[config.mk]
export PLATFORM = sky130hd
export DESIGN_NAME = ssc_tx_flat
export DESIGN_NICKNAME = d
export VERILOG_FILES = /design/src/rtl/ssc_pkg.sv /design/src/rtl/ssc_tx_if.sv /design/src/rtl/sine.sv /design/src/rtl/ssc_tx.sv /design/src/flat_wrapper.sv
export SDC_FILE = /design/constraint.sdc
export NUM_CORES = 1
export LEC_CHECK = 0
export ABC_CLOCK_PERIOD_IN_PS = 14000
export CAP_MARGIN = 10
export CELL_PAD_IN_SITES_DETAIL_PLACEMENT = 0
export CELL_PAD_IN_SITES_GLOBAL_PLACEMENT = 2
export CORE_ASPECT_RATIO = 0.75
export CORE_MARGIN = 4
export CORE_UTILIZATION = 40
export CTS_BUF_LIST = sky130_fd_sc_hd__clkbuf_4 sky130_fd_sc_hd__clkbuf_8
export CTS_CLUSTER_DIAMETER = 120
export DETAILED_ROUTE_END_ITERATION = 16
export PLACE_DENSITY = 0.94
export SYNTH_ARGS = -nofsm -noshare
export SYNTH_HDL_FRONTEND = slang
export SYNTH_SLANG_ARGS = --single-unit
[constraint.sdc]
create_clock -name clk -period 14 [get_ports clk]
set_input_delay 2.1 -clock clk [delete_from_list [all_inputs] [get_ports clk]]
set_output_delay 2.1 -clock clk [all_outputs]
set_load 0.05 [all_outputs]
[src/rtl/ssc_pkg.sv]
// ssc_pkg: register map, PRN word field helpers and the Galois PRN step
// shared by the spread-spectrum transmitter and the correlator channels.
package ssc_pkg;

    localparam logic [15:0] A_CTRL       = 16'h0800;
    localparam logic [15:0] A_CAR_FREQ   = 16'h0804;
    localparam logic [15:0] A_CAR_PHASE  = 16'h0808;
    localparam logic [15:0] A_CHIP_FREQ  = 16'h080C;
    localparam logic [15:0] A_CHIP_PHASE = 16'h0810;
    localparam logic [15:0] A_PRN        = 16'h0814;
    localparam logic [15:0] A_SAMPLE_DIV = 16'h0818;
    localparam logic [15:0] A_SAMPLE_CNT = 16'h081C;
    localparam logic [15:0] A_AMP        = 16'h0820;
    localparam logic [15:0] A_STATUS     = 16'h0824;

    function automatic logic [3:0] prn_hob(input logic [31:0] w);
        return w[31:28];
    endfunction

    function automatic logic [13:0] prn_poly(input logic [31:0] w);
        return w[27:14];
    endfunction

    function automatic logic [13:0] prn_state(input logic [31:0] w);
        return w[13:0];
    endfunction

    function automatic logic prn_sign(input logic [31:0] w);
        logic [13:0] sh;
        sh = prn_state(w) >> prn_hob(w);
        return sh[0];
    endfunction

    // x = state[hob]; clear it; shift left; fold poly back in when x was set.
    function automatic logic [13:0] prn_step(
        input logic [3:0]  hob,
        input logic [13:0] poly,
        input logic [13:0] state
    );
        logic [13:0] mask;
        logic [13:0] sh;
        logic [13:0] nxt;
        mask = 14'd1 << hob;
        sh   = state >> hob;
        nxt  = (state & ~mask) << 1;
        if (sh[0]) nxt = nxt ^ poly;
        return nxt;
    endfunction

endpackage

[src/rtl/ssc_tx_if.sv]
// ssc_tx_if: register bus plus ADC sample stream of the transmitter.
// master = bus driver / sample consumer, slave = the transmitter.
interface ssc_tx_if;
    logic [31:0] addr;
    logic [31:0] Wdata;
    logic        write;
    logic        read;
    logic [31:0] Rdata;
    logic [15:0] ADC;
    logic        pushADC;
    logic        epoch;

    modport master (
        output addr, Wdata, write, read,
        input  Rdata, ADC, pushADC, epoch
    );

    modport slave (
        input  addr, Wdata, write, read,
        output Rdata, ADC, pushADC, epoch
    );
endinterface

[src/rtl/sine.sv]
// sine: quarter-wave table, v[12:0] -> positive magnitude sv[15:0].
// Parabolic fit v*(16384-v)/2048: sv(0)=0, sv(1FFF)=32767 (S_MAX).
module sine (
    input  logic [12:0] v,
    output logic [15:0] sv
);
    logic [26:0] prod;

    assign prod = 27'(v) * (27'd16384 - 27'(v));
    assign sv   = prod[26:11];
endmodule

[src/rtl/ssc_tx.sv]
// ssc_tx: BPSK-spread carrier source (carrier DDS, chip DDS, Galois PRN,
// sine LUT). Ports: clk, rst (async high), bus = ssc_tx_if.slave.
module ssc_tx
    import ssc_pkg::*;
(
    input  logic    clk,
    input  logic    rst,
    ssc_tx_if.slave bus
);
    logic [1:0]  ctrl;
    logic [31:0] car_freq, car_phase;
    logic [31:0] chip_freq, chip_phase;
    logic [31:0] prn;
    logic [31:0] sample_div, sample_count, div_cnt;
    logic [3:0]  amp;
    logic        epoch_seen, epoch_q;

    logic        s1_valid, s1_neg;
    logic [15:0] s1_mag;
    logic [15:0] adc_q;
    logic        push_q;

    logic [15:0] a;
    logic        wr_ctrl, wr_cf, wr_cp, wr_hf, wr_hp;
    logic        wr_prn, wr_div, wr_cnt, wr_amp, rd_status;
    logic        unused_hi;

    assign a         = bus.addr[15:0];
    assign unused_hi = ^bus.addr[31:16];
    assign wr_ctrl   = bus.write && a == A_CTRL;
    assign wr_cf     = bus.write && a == A_CAR_FREQ;
    assign wr_cp     = bus.write && a == A_CAR_PHASE;
    assign wr_hf     = bus.write && a == A_CHIP_FREQ;
    assign wr_hp     = bus.write && a == A_CHIP_PHASE;
    assign wr_prn    = bus.write && a == A_PRN;
    assign wr_div    = bus.write && a == A_SAMPLE_DIV;
    assign wr_cnt    = bus.write && a == A_SAMPLE_CNT;
    assign wr_amp    = bus.write && a == A_AMP;
    assign rd_status = bus.read && a == A_STATUS;

    logic        en, en_next, tick, chip_edge, step_epoch;
    logic [31:0] car_sum, chip_sum;
    logic [13:0] prn_next;
    logic [1:0]  q;
    logic [12:0] lut_v;
    logic [15:0] lut_sv;

    // en_next lets a disabling write kill samples already in the pipe.
    assign en         = ctrl[0];
    assign en_next    = wr_ctrl ? bus.Wdata[0] : en;
    assign tick       = en && (div_cnt == sample_div);
    assign car_sum    = car_phase + car_freq;
    assign chip_sum   = chip_phase + chip_freq;
    assign chip_edge  = tick && !chip_phase[31] && chip_sum[31];
    assign prn_next   = prn_step(prn_hob(prn), prn_poly(prn),
                                 prn_state(prn));
    assign step_epoch = chip_edge && !wr_prn && prn_next == 14'h0001;

    // Odd quadrants run the table backwards.
    assign q     = car_phase[31:30];
    assign lut_v = q[0] ? ~car_phase[29:17] : car_phase[29:17];

    sine u_sine (
        .v  (lut_v),
        .sv (lut_sv)
    );

    logic signed [15:0] s2_val, s2_out;

    always_comb begin
        s2_val = signed'(s1_mag);
        if (s1_neg) begin
            s2_val = (s1_mag == 16'h8000) ? 16'sh7FFF
                                          : -signed'(s1_mag);
        end
        s2_out = s2_val >>> amp;
    end

    always_ff @(posedge clk or posedge rst) begin
        if (rst) begin
            ctrl         <= '0;
            car_freq     <= '0;
            car_phase    <= '0;
            chip_freq    <= '0;
            chip_phase   <= '0;
            prn          <= '0;
            sample_div   <= '0;
            sample_count <= '0;
            div_cnt      <= '0;
            amp          <= '0;
            epoch_seen   <= 1'b0;
            epoch_q      <= 1'b0;
            s1_valid     <= 1'b0;
            s1_neg       <= 1'b0;
            s1_mag       <= '0;
            adc_q        <= '0;
            push_q       <= 1'b0;
        end else begin
            if (wr_ctrl) ctrl <= bus.Wdata[1:0];
            if (wr_cf)   car_freq <= bus.Wdata;
            if (wr_hf)   chip_freq <= bus.Wdata;
            if (wr_div)  sample_div <= bus.Wdata;
            if (wr_amp)  amp <= bus.Wdata[3:0];

            if (wr_cp)     car_phase <= bus.Wdata;
            else if (tick) car_phase <= car_sum;

            if (wr_hp)     chip_phase <= bus.Wdata;
            else if (tick) chip_phase <= chip_sum;

            if (wr_prn)         prn <= bus.Wdata;
            else if (chip_edge) prn[13:0] <= prn_next;

            if (wr_cnt)      sample_count <= bus.Wdata;
            else if (push_q) sample_count <= sample_count + 32'd1;

            if (!en || tick) div_cnt <= '0;
            else             div_cnt <= div_cnt + 32'd1;

            s1_valid <= tick && en_next;
            if (tick) begin
                s1_mag <= lut_sv;
                s1_neg <= q[1] ^ prn_sign(prn) ^ ctrl[1];
            end

            push_q <= s1_valid && en_next;
            if (s1_valid && en_next) adc_q <= s2_out;

            epoch_q <= step_epoch;
            if (step_epoch)     epoch_seen <= 1'b1;
            else if (rd_status) epoch_seen <= 1'b0;
        end
    end

    logic [31:0] rdata;

    always_comb begin
        rdata = '0;
        if (bus.read) begin
            case (a)
                A_CTRL:       rdata = {30'd0, ctrl};
                A_CAR_FREQ:   rdata = car_freq;
                A_CAR_PHASE:  rdata = car_phase;
                A_CHIP_FREQ:  rdata = chip_freq;
                A_CHIP_PHASE: rdata = chip_phase;
                A_PRN:        rdata = prn;
                A_SAMPLE_DIV: rdata = sample_div;
                A_SAMPLE_CNT: rdata = sample_count;
                A_AMP:        rdata = {28'd0, amp};
                A_STATUS:     rdata = {30'd0, epoch_seen, ctrl[0]};
                default:      rdata = '0;
            endcase
        end
    end

    assign bus.Rdata   = rdata;
    assign bus.ADC     = adc_q;
    assign bus.pushADC = push_q;
    assign bus.epoch   = epoch_q;
endmodule

[src/flat_wrapper.sv]
// flat-port wrapper written by rule: the top's interface ports become plain ports
module ssc_tx_flat import ssc_pkg::*;
  (clk, rst, bus_addr, bus_Wdata, bus_write, bus_read, bus_Rdata, bus_ADC, bus_pushADC, bus_epoch);
  ssc_tx_if bus_i ();
  input  logic clk;
  input  logic rst;
  input wire logic [$bits(bus_i.addr)-1:0] bus_addr;
  input wire logic [$bits(bus_i.Wdata)-1:0] bus_Wdata;
  input wire logic [$bits(bus_i.write)-1:0] bus_write;
  input wire logic [$bits(bus_i.read)-1:0] bus_read;
  output wire logic [$bits(bus_i.Rdata)-1:0] bus_Rdata;
  output wire logic [$bits(bus_i.ADC)-1:0] bus_ADC;
  output wire logic [$bits(bus_i.pushADC)-1:0] bus_pushADC;
  output wire logic [$bits(bus_i.epoch)-1:0] bus_epoch;
  assign bus_i.addr = bus_addr;
  assign bus_i.Wdata = bus_Wdata;
  assign bus_i.write = bus_write;
  assign bus_i.read = bus_read;
  assign bus_Rdata = bus_i.Rdata;
  assign bus_ADC = bus_i.ADC;
  assign bus_pushADC = bus_i.pushADC;
  assign bus_epoch = bus_i.epoch;
  ssc_tx u_core (.clk(clk), .rst(rst), .bus(bus_i));
endmodule
# ---- Word-level counts from Yosys, hierarchy flattened
# Index checks and enable logic that the tools add are counted.
dict set report word_totals {
  word_cells 91
  output_inout_bits 50
  reg_bits 299
  inputBits 68
}
dict set report op_classes {
  n_eq_ne 13
  muxes 18
  mul 1
  shifts 3
  addsub 6
  bitwise 6
  n_reduce_logical 26
}
# cell count
set ops {}
lappend ops {{$pmux 32 s10} 1}
lappend ops {{$mux 32} 8}
lappend ops {{$eq 16x12->1 const B} 10}
lappend ops {{$add 32x1->32 const B} 2}
lappend ops {{$add 32x32->32} 2}
lappend ops {{$mux 14} 3}
lappend ops {{$eq 32x32->1} 1}
lappend ops {{$mux 16} 2}
lappend ops {{$mul 13x27->27} 1}
lappend ops {{$not 13->13} 2}
lappend ops {{$logic_and 1x1->1} 17}
lappend ops {{$eq 16x16->1 const B} 1}
lappend ops {{$neg 16->16} 1}
lappend ops {{$sshr 16x4->16} 1}
lappend ops {{$sub 15x13->16 const A} 1}
lappend ops {{$eq 14x1->1 const B} 1}
lappend ops {{$shr 14x4->1} 1}
lappend ops {{$xor 14x14->14} 1}
lappend ops {{$and 13x13->13} 1}
lappend ops {{$mux 13} 1}
lappend ops {{$shl 1x4->13 const A} 1}
lappend ops {{$reduce_bool 2->1} 5}
lappend ops {{$logic_not 1->1} 3}
lappend ops {{$mux 1} 3}
lappend ops {{other kinds (2)} 3}

# ---- Logic depth before layout (Yosys ltp)
dict set report logic_depth {
  word_depth 8
  ltp_mapped 33
  ltp_nobuf 30
}

# ---- Modules after synthesis
# From an unflattened synthesis, not the netlist that was laid out.
dict set report unflattened {
  hier_cells 2779
  area_unflattened_um2 25249.2
}
# mod n_inst cells_per_inst seq_area_each_um2 area_per_inst_um2
set by_module_without_submodules {}
lappend by_module_without_submodules {ssc_tx 1 2082 7482.2 19059.5}
lappend by_module_without_submodules {sine 1 697 0.0 6189.7}

# ---- Worst setup path after synthesis
# Ideal clock, no wire load.
dict set report synth_path {
  path_type {reg-to-reg}
  startpoint {reg u_core.car_phase[30]}
  endpoint {reg u_core.s1_mag[15]}
  path_slack_ns 6.522
  t_arrival_ns 7.343
  t_required_ns 13.865
  n_path_buf 3
  setup_ns 0.135
  path_stages_with_launch 34
  period_less_slack_ns 7.478
  path_cell_list {dfrtp_1 -> buf_2 -> xor2_1 -> inv_1 -> clkbuf_1 -> ha_1 -> and3_1 -> and3_1 -> nor3b_1 -> and3_1 -> and3_1 -> ha_1 -> clkbuf_1 -> nor2_1 -> fa_1 -> inv_1 -> fa_1 -> fa_1 -> inv_1 -> fa_1 -> inv_1 -> fa_1 -> inv_1 -> ha_1 -> a21oi_1 -> o221ai_1 -> a21oi_1 -> nand2_1 -> a21oi_1 -> o21ai_0 -> o41ai_1 -> o21bai_1 -> xnor2_1 -> o21ai_0}
}
dict set report synth_via {
  elab_chain_cells 3
}
# element line
set synth_lines {}
lappend synth_lines {{start: declaration} ssc_tx.sv:11} ;# logic [31:0] car_freq, car_phase;
lappend synth_lines {{start signal: assignment} ssc_tx.sv:105} ;# if (wr_cp) car_phase <= bus.Wdata;
lappend synth_lines {{start signal: assignment} ssc_tx.sv:106} ;# else if (tick) car_phase <= car_sum;
lappend synth_lines {{$mux 13 (*)} ssc_tx.sv:61} ;# assign lut_v = q[0] ? ~car_phase[29:17] : car_phase[29:17];
lappend synth_lines {{$sub 15x13->16} sine.sv:9} ;# assign prod = 27'(v) * (27'd16384 - 27'(v));
lappend synth_lines {{$mul 13x27->27 (*)} sine.sv:9}
lappend synth_lines {{end signal: assignment} ssc_tx.sv:122} ;# s1_mag <= lut_sv;
lappend synth_lines {{end: declaration} ssc_tx.sv:19} ;# logic [15:0] s1_mag;
# Mark *: on every way between the ends. The rest lies on a longest branch, timed or not.
# A chain may end at the register's enable or synchronous reset.

# ---- Final worst setup path
# Ends and elaborated chain as after synthesis.

==> results.cfg <==
[synthesis]
synth.distinct_cells = 82
synth_flop_cell = dfrtp_1
synth-seq-cells = 299
syn_area_um2 = 25200
ys.warnings.count = 0
yosysSeqAreaShare_pct = 29.6
synthCells = 2838
synth_edf_count = 0
yosysTopAreaCellShare_pct = 29.6
synth_top_cell_by_area = dfrtp_1
synth.avg_cell_area_um2 = 8.89
async_flop_share_pct = 100
ys_top_cells_by_area = dfrtp_1, fa_1, ha_1, mux2_2, xor2_1

[floorplanning]
ios = 118
dieWidth_um = 298
coreArea_um2 = 62300
die_h_um = 226
rows = 79
initial_utilization_pct = 40.5
fp.dieArea_um2 = 67200

[power_and_ir_drop]
leakage_nw = 12.8
power_density_nw_per_um2 = 66.5
p_total_mw = 1.87
max-vdd-ir-drop_mv = 0.0560

[timing]
slew-limit-headroom_pct = 12.8
tightest_slew_ps = 1300
fin_skew_ps = 45.6
hold_violations = 0
slew_viol_final = 0
setup_viol = 0
rsz0062_at_grt = no
setup_tns_ps = 0
hold_slack_ps = 480
finalCriticalPeriod_ps = 8880
period_share_pct = 63.4
max_freq_mhz = 113
setup_ws_ps = 5120

[route]
totalWireLength_mm = 82.9
dr.pass1.iters = 9
ant_nets = 0
vias = 21700
drt-initial-drc-count = 2279
vias_per_cell = 5.80
avgRoutedWirePerCell_um = 22.1
drcViolationCount = 0

[critical_path]
cp-end-kind = flip-flop
worstPathArrival_ps = 9350
slowest_stage = dfrtp_1
critPathRequiredTime_ps = 14470
r2r_slack_ps = 5120
cp_common_cell = fa_1
crit_buf_inv = 5
critPathLaunch = u_core.car_phase[30]
cp_top_family = adder cells
worstRegToRegCells = 28
r2r-end = u_core.s1_mag[15]
r2r_start = u_core.car_phase[30]
startpoint_type = flip-flop
cp_max_fo = 18
max_stage_delay_ps = 910
path_class = reg2reg

[grt]
grt_overflow = 0
grt_pass1_wl_mm = 127
track_usage_pct = 24.2
antenna_found_initial = 4
grt_max_degree = 101
grt_pass1_vias = 21200

[clock_tree]
clk_path_buf_depth = 3
cts_resized = 0
numCtsBuffers = 50
path_clk_slew_ps = 70
root_buffer = clkbuf_8
insertion_delay_ps = 620
clock-sinks = 299
cts_tree = yes
holdBufCountCts = 0
post_cts_buffers = 0
htree_levels = 2

[flow_run]
maxCapViolCount = 0

[min_path]
hold_end = u_core.bus.ADC[13]
hold_path.class = reg2reg
min_from = u_core.bus.ADC[13]
hold_path_depth = 1

[place]
gp_congestion = 0.901
portBuffers = 101
pre_cts_ws_ps = 5160
dp_hpwl_mm = 60.8

[final_layout]
layout-drive-gt1-share_pct = 9.51
post-route-util_pct = 45.2
syn_to_final_growth_pct = 11.5
final_net_count = 3250

[outcome]
status = finished, final reports clean
==> cells in the mapped netlist (8+ instances only) <==
cell / n
a21oi_1: 185
nand2b_1: 78
a31oi_1: 49
a21o_1: 30
nand3_1: 75
o21ai_0: 113
nor4_1: 17
and2_1: 15
xnor2_1: 77
nand4_1: 26
mux2i_1: 31
a21boi_0: 8
o22ai_1: 11
nor2_1: 289
dfrtp_1: 299
a211oi_1: 14
o21a_1: 13
a222oi_1: 30
a22oi_1: 65
nor3_1: 30
buf_1: 14
nand2_1: 249
o211ai_1: 9
nand3b_1: 16
and3_1: 30
nor2b_1: 16
xor2_1: 130
ha_1: 145
fa_1: 143
inv_1: 254
buf_2: 12
or3_1: 14
clkbuf_1: 110
o21bai_1: 17
o31ai_1: 14
mux2_2: 102
==> cell usage in the layout (no fill, tap or decap), types with 62 or more instances in the layout <==
master / count
dfrtp_1: 299
nand3_1: 74
xor2_1: 130
fa_1: 143
a22oi_1: 65
nand2_1: 247
mux2_2: 102
xnor2_1: 77
clkdlybuf4s50_1: 101
ha_1: 145
nand2b_1: 78
o21ai_0: 113
clkbuf_8: 62
inv_1: 253
nor2_1: 282
a21oi_1: 185
==> registers in the layout (all words and copies together), names as in the netlist, 4 cells and up <==
register	count
u_core.prn	32
u_core.chip_phase	32
u_core.car_phase	32
u_core.sample_div	32
u_core.s1_mag	16
u_core.bus.ADC	16
u_core.div_cnt	32
u_core.chip_freq	32
u_core.amp	4
u_core.car_freq	32
u_core.sample_count	32
==> how the worst max path moves through the flow <==
stage / depth (start not counted) / to / slack (ps)
detailed placement: 26 / u_core.s1_mag[15] / 5160
global route: 28 / u_core.s1_mag[15] / 4520
floorplan: 1 / u_core.amp[0] / 3640
global placement: 28 / u_core.s1_mag[15] / 5280
finish: 28 / u_core.s1_mag[15] / 5120
CTS: 28 / u_core.s1_mag[15] / 5190
==> metal layers <==
metal,GRT usage [%],wire length (µm)
met5,0,16
met4,5.44,1860
met3,7.39,8800
met2,34.8,34000
met1,35.7,38100
==> report_power, final <==
| part | leakage (nW) | total (mW) | switching, mW | internal, mW |
|---|---|---|---|---|
| Sequential | 3.65 | 0.870 | 0.00338 | 0.866 |
| Clock | 0.575 | 0.854 | 0.386 | 0.468 |
| Combinational | 8.56 | 0.147 | 0.0896 | 0.0575 |
| Total | 12.8 | 1.87 | 0.479 | 1.39 |
==> through the flow <==
stage               instance area (µm²)  instances
finish                            28100       3746
global placement                  27100       3651
global route                      28100       3746
detailed placement                27100       3651
floorplan                         25300       2846
CTS                               28100       3742
==> cell type report <==
type                    count  area, µm²
fillers                  6041      34100
multi-input cells        2148      16300
flip-flops and latches    299       7480
repair buffers            136       1280
clock buffers              81        996
diodes                      3       7.51
well taps                 810       1010
clock inverters            10       80.1
inverters                 259        980
==> logic make-up (layout without fill, tap and decap cells) <==
| family | after synthesis | count (layout) | share of synthesized area (%) |
|---|---|---|---|
| DFF | 299 | 299 | 29.6 |
| muxes | 137 | 137 | 6.17 |
| and+or+nand+nor | 889 | 889 | 16.6 |
| adders and majority gates | 288 | 288 | 18.5 |
| buffers and inverters | 399 | 486 | 6.09 |
| AOI/OAI and AO/OA | 617 | 617 | 15.7 |
| xor gates and xnor gates | 207 | 207 | 7.18 |
| other | 2 | 13 | 0.0298 |
==> worst register-to-register path, delay by kind of cell, from the launching register on <==
family	cells	cell delay (ps)
compound gates	6	1580
flops	1	910
simple gates	7	1270
xor+xnor	2	770
fa+ha+maj	8	3760
buf+inv	5	480
(Power assumes the default switching activity.)
